`config.mk`:
```
export PLATFORM = sky130hd
export DESIGN_NAME = lap_display_ctrl_flat
export DESIGN_NICKNAME = d
export VERILOG_FILES = /design/src/rtl/lap_disp_pkg.sv /design/src/rtl/lap_display_ctrl_if.sv /design/src/rtl/lap_store.sv /design/src/rtl/lap_display_ctrl.sv /design/src/flat_wrapper.sv
export SDC_FILE = /design/constraint.sdc
export NUM_CORES = 1
export LEC_CHECK = 0
export BUFFER_PORTS_ARGS = -buffer_cell sky130_fd_sc_hd__clkbuf_2
export CAP_MARGIN = 30
export CORE_AREA = 10 10 96 98
export CTS_BUF_LIST = sky130_fd_sc_hd__clkbuf_4 sky130_fd_sc_hd__clkbuf_8
export DETAILED_ROUTE_END_ITERATION = 6
export DIE_AREA = 0 0 106 108
export GPL_ROUTABILITY_DRIVEN = 0
export PLACE_DENSITY_LB_ADDON = 0.25
export SYNTH_ARGS = -nofsm -noshare
export SYNTH_HDL_FRONTEND = slang
export SYNTH_HIERARCHICAL = 1
export SYNTH_SLANG_ARGS = --single-unit
```
`constraint.sdc`:
```
create_clock -name clk -period 3.5 [get_ports clk]
set_input_delay 0.175 -clock clk [delete_from_list [all_inputs] [get_ports clk]]
set_output_delay 0.175 -clock clk [all_outputs]
set_load 0.05 [all_outputs]
```
`src/rtl/lap_disp_pkg.sv`:
```
// Shared types for the lap capture / display selection block.
// FSM state encoding and the display-source constant for running time.
package lap_disp_pkg;

  typedef enum logic {
    SHOW_RUN = 1'b0,
    SHOW_LAP = 1'b1
  } state_e;

  localparam int SRC_RUNNING = 0;

endpackage

```
`src/rtl/lap_display_ctrl_if.sv`:
```
// Request/display bundle between the stopwatch core and the lap block.
// master drives running time and pulses; slave returns display state.
interface lap_display_ctrl_if #(
  parameter int TIME_W = 16,
  parameter int SRC_W  = 3
);

  logic [TIME_W-1:0] running_time;
  logic              lap_pulse;
  logic              next_pulse;
  logic              clear;
  logic [TIME_W-1:0] display;
  logic [SRC_W-1:0]  display_src;
  logic [SRC_W-1:0]  lap_count;
  logic              lap_overflow;

  modport master (
    output running_time,
    output lap_pulse,
    output next_pulse,
    output clear,
    input  display,
    input  display_src,
    input  lap_count,
    input  lap_overflow
  );

  modport slave (
    input  running_time,
    input  lap_pulse,
    input  next_pulse,
    input  clear,
    output display,
    output display_src,
    output lap_count,
    output lap_overflow
  );

endinterface

```
`src/rtl/lap_store.sv`:
```
// Lap time register file: one write port, combinational read.
// Data is not reset; only slots below lap_count are ever read.
module lap_store #(
  parameter int DEPTH = 4,
  parameter int W     = 16,
  parameter int IW    = 3
) (
  input  logic          i_clk,
  input  logic          i_we,
  input  logic [IW-1:0] i_widx,
  input  logic [W-1:0]  i_wdata,
  input  logic [IW-1:0] i_ridx,
  output logic [W-1:0]  o_rdata
);

  localparam int AW = $clog2(DEPTH);

  logic [W-1:0] r_mem [DEPTH];

  always_ff @(posedge i_clk) begin
    if (i_we && (i_widx < IW'(DEPTH)))
      r_mem[i_widx[AW-1:0]] <= i_wdata;
  end

  always_comb begin
    o_rdata = '0;
    if (i_ridx < IW'(DEPTH))
      o_rdata = r_mem[i_ridx[AW-1:0]];
  end

endmodule

```
`src/rtl/lap_display_ctrl.sv`:
```
// Lap capture, next-step display selection and registered display word.
// Define LAP_DISP_TIMEOUT_EN to add the HOLD_CYCLES auto-return timer.
module lap_display_ctrl
  import lap_disp_pkg::*;
#(
  parameter int TIME_W      = 16,
  parameter int LAP_DEPTH   = 4,
  parameter int HOLD_CYCLES = 50_000_000
) (
  input logic                clk,
  input logic                rst_n,
  lap_display_ctrl_if.slave  bus
);

  localparam int SRC_W = $clog2(LAP_DEPTH + 1);
  localparam logic [SRC_W-1:0] DEPTH_C = SRC_W'(LAP_DEPTH);
  localparam logic [SRC_W-1:0] SRC_RUN_C = SRC_W'(SRC_RUNNING);

  if (LAP_DEPTH < 2 || LAP_DEPTH > 15) begin : g_bad_depth
    $error("lap_display_ctrl: LAP_DEPTH out of range");
  end
  if (HOLD_CYCLES < 1) begin : g_bad_hold
    $error("lap_display_ctrl: HOLD_CYCLES must be >= 1");
  end

  state_e            r_state;
  state_e            w_state_nx;
  logic [SRC_W-1:0]  r_src;
  logic [SRC_W-1:0]  w_src_nx;
  logic [SRC_W-1:0]  r_cnt;
  logic [SRC_W-1:0]  w_cnt_nx;
  logic              r_ovf;
  logic              w_ovf_nx;
  logic [TIME_W-1:0] r_disp;
  logic [TIME_W-1:0] w_disp_nx;
  logic [TIME_W-1:0] w_rdata;
  logic [SRC_W-1:0]  w_ridx;
  logic              w_full;
  logic              w_we;

`ifdef LAP_DISP_TIMEOUT_EN
  localparam int TMR_W = $clog2(HOLD_CYCLES + 1);
  logic [TMR_W-1:0] r_tmr;
  logic [TMR_W-1:0] w_tmr_nx;
  logic             w_step;
  logic             w_expire;
`endif

  always_comb begin
    w_full     = (r_cnt == DEPTH_C);
    w_we       = bus.lap_pulse & ~bus.clear & ~w_full;
    w_state_nx = r_state;
    w_src_nx   = r_src;
    w_cnt_nx   = r_cnt;
    w_ovf_nx   = r_ovf;
`ifdef LAP_DISP_TIMEOUT_EN
    w_expire = (r_state == SHOW_LAP) && (r_tmr == TMR_W'(1));
`endif
    if (bus.clear) begin
      w_state_nx = SHOW_RUN;
      w_src_nx   = SRC_RUN_C;
      w_cnt_nx   = '0;
      w_ovf_nx   = 1'b0;
    end else begin
      if (bus.lap_pulse) begin
        if (w_full) w_ovf_nx = 1'b1;
        else        w_cnt_nx = r_cnt + 1'b1;
      end
      // next_pulse sees the pre-edge lap count
      if (bus.next_pulse) begin
        unique case (r_state)
          SHOW_RUN: begin
            if (r_cnt != '0) begin
              w_state_nx = SHOW_LAP;
              w_src_nx   = SRC_W'(1);
            end
          end
          SHOW_LAP: begin
            if (r_src < r_cnt) begin
              w_src_nx = r_src + 1'b1;
            end else begin
              w_state_nx = SHOW_RUN;
              w_src_nx   = SRC_RUN_C;
            end
          end
          default: ;
        endcase
      end
`ifdef LAP_DISP_TIMEOUT_EN
      else if (w_expire) begin
        w_state_nx = SHOW_RUN;
        w_src_nx   = SRC_RUN_C;
      end
`endif
    end
    w_ridx    = w_src_nx - 1'b1;
    w_disp_nx = (w_state_nx == SHOW_LAP) ? w_rdata : bus.running_time;
  end

`ifdef LAP_DISP_TIMEOUT_EN
  always_comb begin
    w_step = 1'b0;
    if (bus.next_pulse && !bus.clear)
      w_step = (r_state == SHOW_LAP) ? (r_src < r_cnt)
                                     : (r_cnt != '0);
    w_tmr_nx = r_tmr;
    if (w_step)
      w_tmr_nx = TMR_W'(HOLD_CYCLES);
    else if (w_state_nx == SHOW_RUN)
      w_tmr_nx = '0;
    else if (r_tmr != '0)
      w_tmr_nx = r_tmr - 1'b1;
  end

  always_ff @(posedge clk or negedge rst_n) begin
    if (!rst_n) r_tmr <= '0;
    else        r_tmr <= w_tmr_nx;
  end
`endif

  always_ff @(posedge clk or negedge rst_n) begin
    if (!rst_n) begin
      r_state <= SHOW_RUN;
      r_src   <= SRC_RUN_C;
      r_cnt   <= '0;
      r_ovf   <= 1'b0;
      r_disp  <= '0;
    end else begin
      r_state <= w_state_nx;
      r_src   <= w_src_nx;
      r_cnt   <= w_cnt_nx;
      r_ovf   <= w_ovf_nx;
      r_disp  <= w_disp_nx;
    end
  end

  lap_store #(
    .DEPTH (LAP_DEPTH),
    .W     (TIME_W),
    .IW    (SRC_W)
  ) u_store (
    .i_clk   (clk),
    .i_we    (w_we),
    .i_widx  (r_cnt),
    .i_wdata (bus.running_time),
    .i_ridx  (w_ridx),
    .o_rdata (w_rdata)
  );

  assign bus.display      = r_disp;
  assign bus.display_src  = r_src;
  assign bus.lap_count    = r_cnt;
  assign bus.lap_overflow = r_ovf;

endmodule

```
`src/flat_wrapper.sv`:
```
// flat-port wrapper written by rule: the top's interface ports become plain ports
module lap_display_ctrl_flat import lap_disp_pkg::*;
#(
  parameter int TIME_W      = 16,
  parameter int LAP_DEPTH   = 4,
  parameter int HOLD_CYCLES = 50_000_000
)
  (clk, rst_n, bus_running_time, bus_lap_pulse, bus_next_pulse, bus_clear, bus_display, bus_display_src, bus_lap_count, bus_lap_overflow);
  lap_display_ctrl_if #(.TIME_W(TIME_W), .SRC_W(3)) bus_i ();
  input logic clk;
  input logic rst_n;
  input wire logic [$bits(bus_i.running_time)-1:0] bus_running_time;
  input wire logic [$bits(bus_i.lap_pulse)-1:0] bus_lap_pulse;
  input wire logic [$bits(bus_i.next_pulse)-1:0] bus_next_pulse;
  input wire logic [$bits(bus_i.clear)-1:0] bus_clear;
  output wire logic [$bits(bus_i.display)-1:0] bus_display;
  output wire logic [$bits(bus_i.display_src)-1:0] bus_display_src;
  output wire logic [$bits(bus_i.lap_count)-1:0] bus_lap_count;
  output wire logic [$bits(bus_i.lap_overflow)-1:0] bus_lap_overflow;
  assign bus_i.running_time = bus_running_time;
  assign bus_i.lap_pulse = bus_lap_pulse;
  assign bus_i.next_pulse = bus_next_pulse;
  assign bus_i.clear = bus_clear;
  assign bus_display = bus_i.display;
  assign bus_display_src = bus_i.display_src;
  assign bus_lap_count = bus_i.lap_count;
  assign bus_lap_overflow = bus_i.lap_overflow;
  lap_display_ctrl #(.TIME_W(TIME_W), .LAP_DEPTH(LAP_DEPTH), .HOLD_CYCLES(HOLD_CYCLES)) u_core (.clk(clk), .rst_n(rst_n), .bus(bus_i));
endmodule
```
==> reports/results.ini <==
[timing]
fin_hold_ws_ns=0.0619
worst_slew_pin_slew_ns=0.693
post-route-period-util_pct=85.6
rsz0062_at_grt=false
hold_viol_final=0
final-max-slew-violation-count=0
report.final.setup_viol=0
clock.fmax_mhz=334
fin_crit_ns=3.00
finalClockSkew_ns=0.00562
slew_headroom_pct=53.8

[clocking]
cts_resized=0
post_cts_buffers=0
clock-sinks=88
cts_tree=yes
ctsHtreeMaxLevel=3
clk_pin_slew_ns=0.08
postCtsHoldBufs=1
cts_root_buffer=clkbuf_8
cts_buffer_depth=2
numCtsBuffers=9
clk_latency_ns=0.34

[power_and_ir_drop]
power_density_nw_per_um2=522
vdd_ir_drop_max_mv=0.263
leakage_nw=1.73

[routing]
finalWirelength_um=6780
ant_nets=0
dr.pass1.iters=4
drtIter0Drc=98
num_vias=1953
viasPerCell=5.19
drc=0
drt-wirelength-per-cell_um=18.0

[floorplan]
die_area_um2=11400
ios=44
die_x_um=106
core.rowCount=32
core_area_um2=7450
die_h_um=108
start_util_pct=48.1

[critical_path]
r2r_slack_ns=0.50
crit_path_start_kind=register
path_cells=inv_1, ha_1, a21oi_1, o21ai_2, a21oi_1, a21oi_4, ha_1, xor2_1, or2_1, buf_4, o22ai_1, mux2_2
cpLargestDelayFamily=compound AO/OA/AOI/OAI gates
cp.arrival_ns=3.28
crit_fanout=9
crit_required_ns=3.78
end_kind=register
critPathBufInv=2
slowest_stage=dfrtp_1
max_stage_delay_ns=0.59
criticalPathCategory=reg -> reg

[global_route]
first_global_vias=2146
grt_overflow=0
grt_pass1_wl_um=11200
grt_max_degree=33
antenna_found_initial=0
grt_usage_pct=12.7

[synth]
synth.distinct_cells=38
synthCells=214
syn-num-nets=241
ys_warn_count=6
synth.avg_cell_area_um2=16.7
synth_area_um2=3580
synth-seq-cells=88
seq_area_frac_synth_pct=70.4

[min_path]
hp-class=in -> reg

[layout]
diodes=0
final_area_um2=4150
post-route-util_pct=55.7
layout-drive-gt1-share_pct=33.6
fillers=637
fin_cells=376
fin_nets=296
area_growth_syn_to_layout_pct=15.8

[placement]
placed_cells=359
port-buffer-count=43
hpwl_um=4240
postPlaceCellArea_um2=3970

[run_status]
status=complete, no violations

[flow_run]
drv_cap=0

[where the power goes]
group          total [mW]  internal, mW  switching, mW
Sequential           1.19          1.17         0.0235
Combinational       0.368         0.128          0.239
Clock               0.605         0.278          0.326
Total                2.16          1.58          0.589
[worst register-to-register path: cells and delay by family (launching register included)]
family | cells | cell delay, ns
AO/OA/AOI/OAI | 5 | 0.92
multiplexers | 1 | 0.18
buffers and inverters | 2 | 0.32
adder cells (fa/ha/maj) | 2 | 0.53
XOR/XNOR | 1 | 0.16
flip-flops | 1 | 0.59
AND/OR/NAND/NOR | 1 | 0.23
[synthesized netlist by cell type (all sizes together)]
master	count	area share, %
mux2i	32	8.9
o22ai	16	2.8
nand2b	2	0.35
nor4b	1	0.24
o21ai	2	0.38
nor2b	2	0.35
nor4bb	2	0.56
nor3	1	0.14
mux2	16	5.0
and4b	1	0.28
edfxtp	64	54
nor2	6	0.63
a32o	1	0.28
buf	8	2.2
nand2	3	0.31
nand3	1	0.14
a21o	2	0.42
xnor2	2	0.49
xor2	1	0.24
a211oi	2	0.77
a21oi	6	0.84
nor3b	1	0.21
or2	1	0.17
dfrtp	24	17
and2	1	0.17
clkbuf	2	0.24
inv	4	0.42
ha	6	2.1
o21a	1	0.21
a21boi	1	0.21
a31oi	1	0.17
and2b	1	0.24
[flip-flops by register name, summed over array words and instances (netlist names)]
name / count
u_core/u_store/r_mem: 64
u_core/bus.display_src: 3
u_core/bus.lap_count: 3
u_core/bus.display: 16
u_core/bus.lap_overflow: 1
u_core/r_state: 1
[area by class of cell]
class	instances	area, um^2	area share, %
multi-input cells	112	1010	24.4
clock buffers	12	146	3.53
well taps	102	128	3.08
repair buffers	54	300	7.24
inverters	4	15.0	0.362
flip-flops and latches	88	2520	60.8
clock inverters	4	22.5	0.543
[placed cells by master, fill, tap and decap left out, types with 2 or more instances in the layout]
cell      instances
nor2_1            6
clkbuf_2         43
o22ai_1          16
nand2_1           3
ha_1              6
mux2_2           16
nor4bb_4          2
clkinv_2          3
edfxtp_1         64
a21o_1            2
nand2b_1          2
mux2i_1          32
nor2b_1           2
clkbuf_4          3
clkbuf_8          9
inv_1             4
a21oi_1           5
buf_4            10
dfrtp_1          24
xnor2_1           2
[per-stage QoR]
| stage | worst slack, ns | TNS [ns] | power (mW) |
|---|---|---|---|
| after detailed placement | 0.523 | 0 | 1.59 |
| final | 0.505 | 0 | 2.16 |
| after global placement | 0.592 | 0 | 1.58 |
| after CTS | 0.507 | 0 | 2.19 |
| after floorplan | -0.268 | -8.59 | 1.48 |
| after global routing | 0.219 | 0 | 2.27 |
[cells by family after synthesis]
logic type	Yosys count	share of synthesized area [%]
mux	48	14.0
flops	88	70.4
xor+xnor	3	0.734
fa+ha+maj	6	2.10
simple gates	23	3.81
buf+inv	14	2.90
compound gates	32	6.08
[worst paths after layout]
path	from	endpoint	cells past startpoint
setup / recovery	u_core/bus.lap_count[2]$_DFFE_PN0P_	u_core/bus.display[15]$_DFF_PN0_	12
hold / removal	bus_running_time[13]	u_core/u_store/r_mem[3][13]$_DFFE_PP_	1
setup reg to reg	u_core/bus.lap_count[2]$_DFFE_PN0P_	u_core/bus.display[15]$_DFF_PN0_	12
hold reg to reg	u_core/bus.lap_overflow$_DFFE_PN0P_	u_core/bus.lap_overflow$_DFFE_PN0P_	2
max in group asynchronous	rst_n	u_core/bus.display[5]$_DFF_PN0_	2
min in group asynchronous	rst_n	u_core/bus.display[7]$_DFF_PN0_	2
[layer usage]
| layer | global-route usage (%) | vias up | part of all wire [%] |
|---|---|---|---|
| met5 | 0 | - | 0 |
| met4 | 4.74 | 0 | 1.2 |
| met3 | 3.93 | 6 | 4.5 |
| met2 | 20.4 | 49 | 49 |
| met1 | 15.9 | 970 | 45 |
| li1 | - | 928 | - |
(Power assumes the default switching activity.)
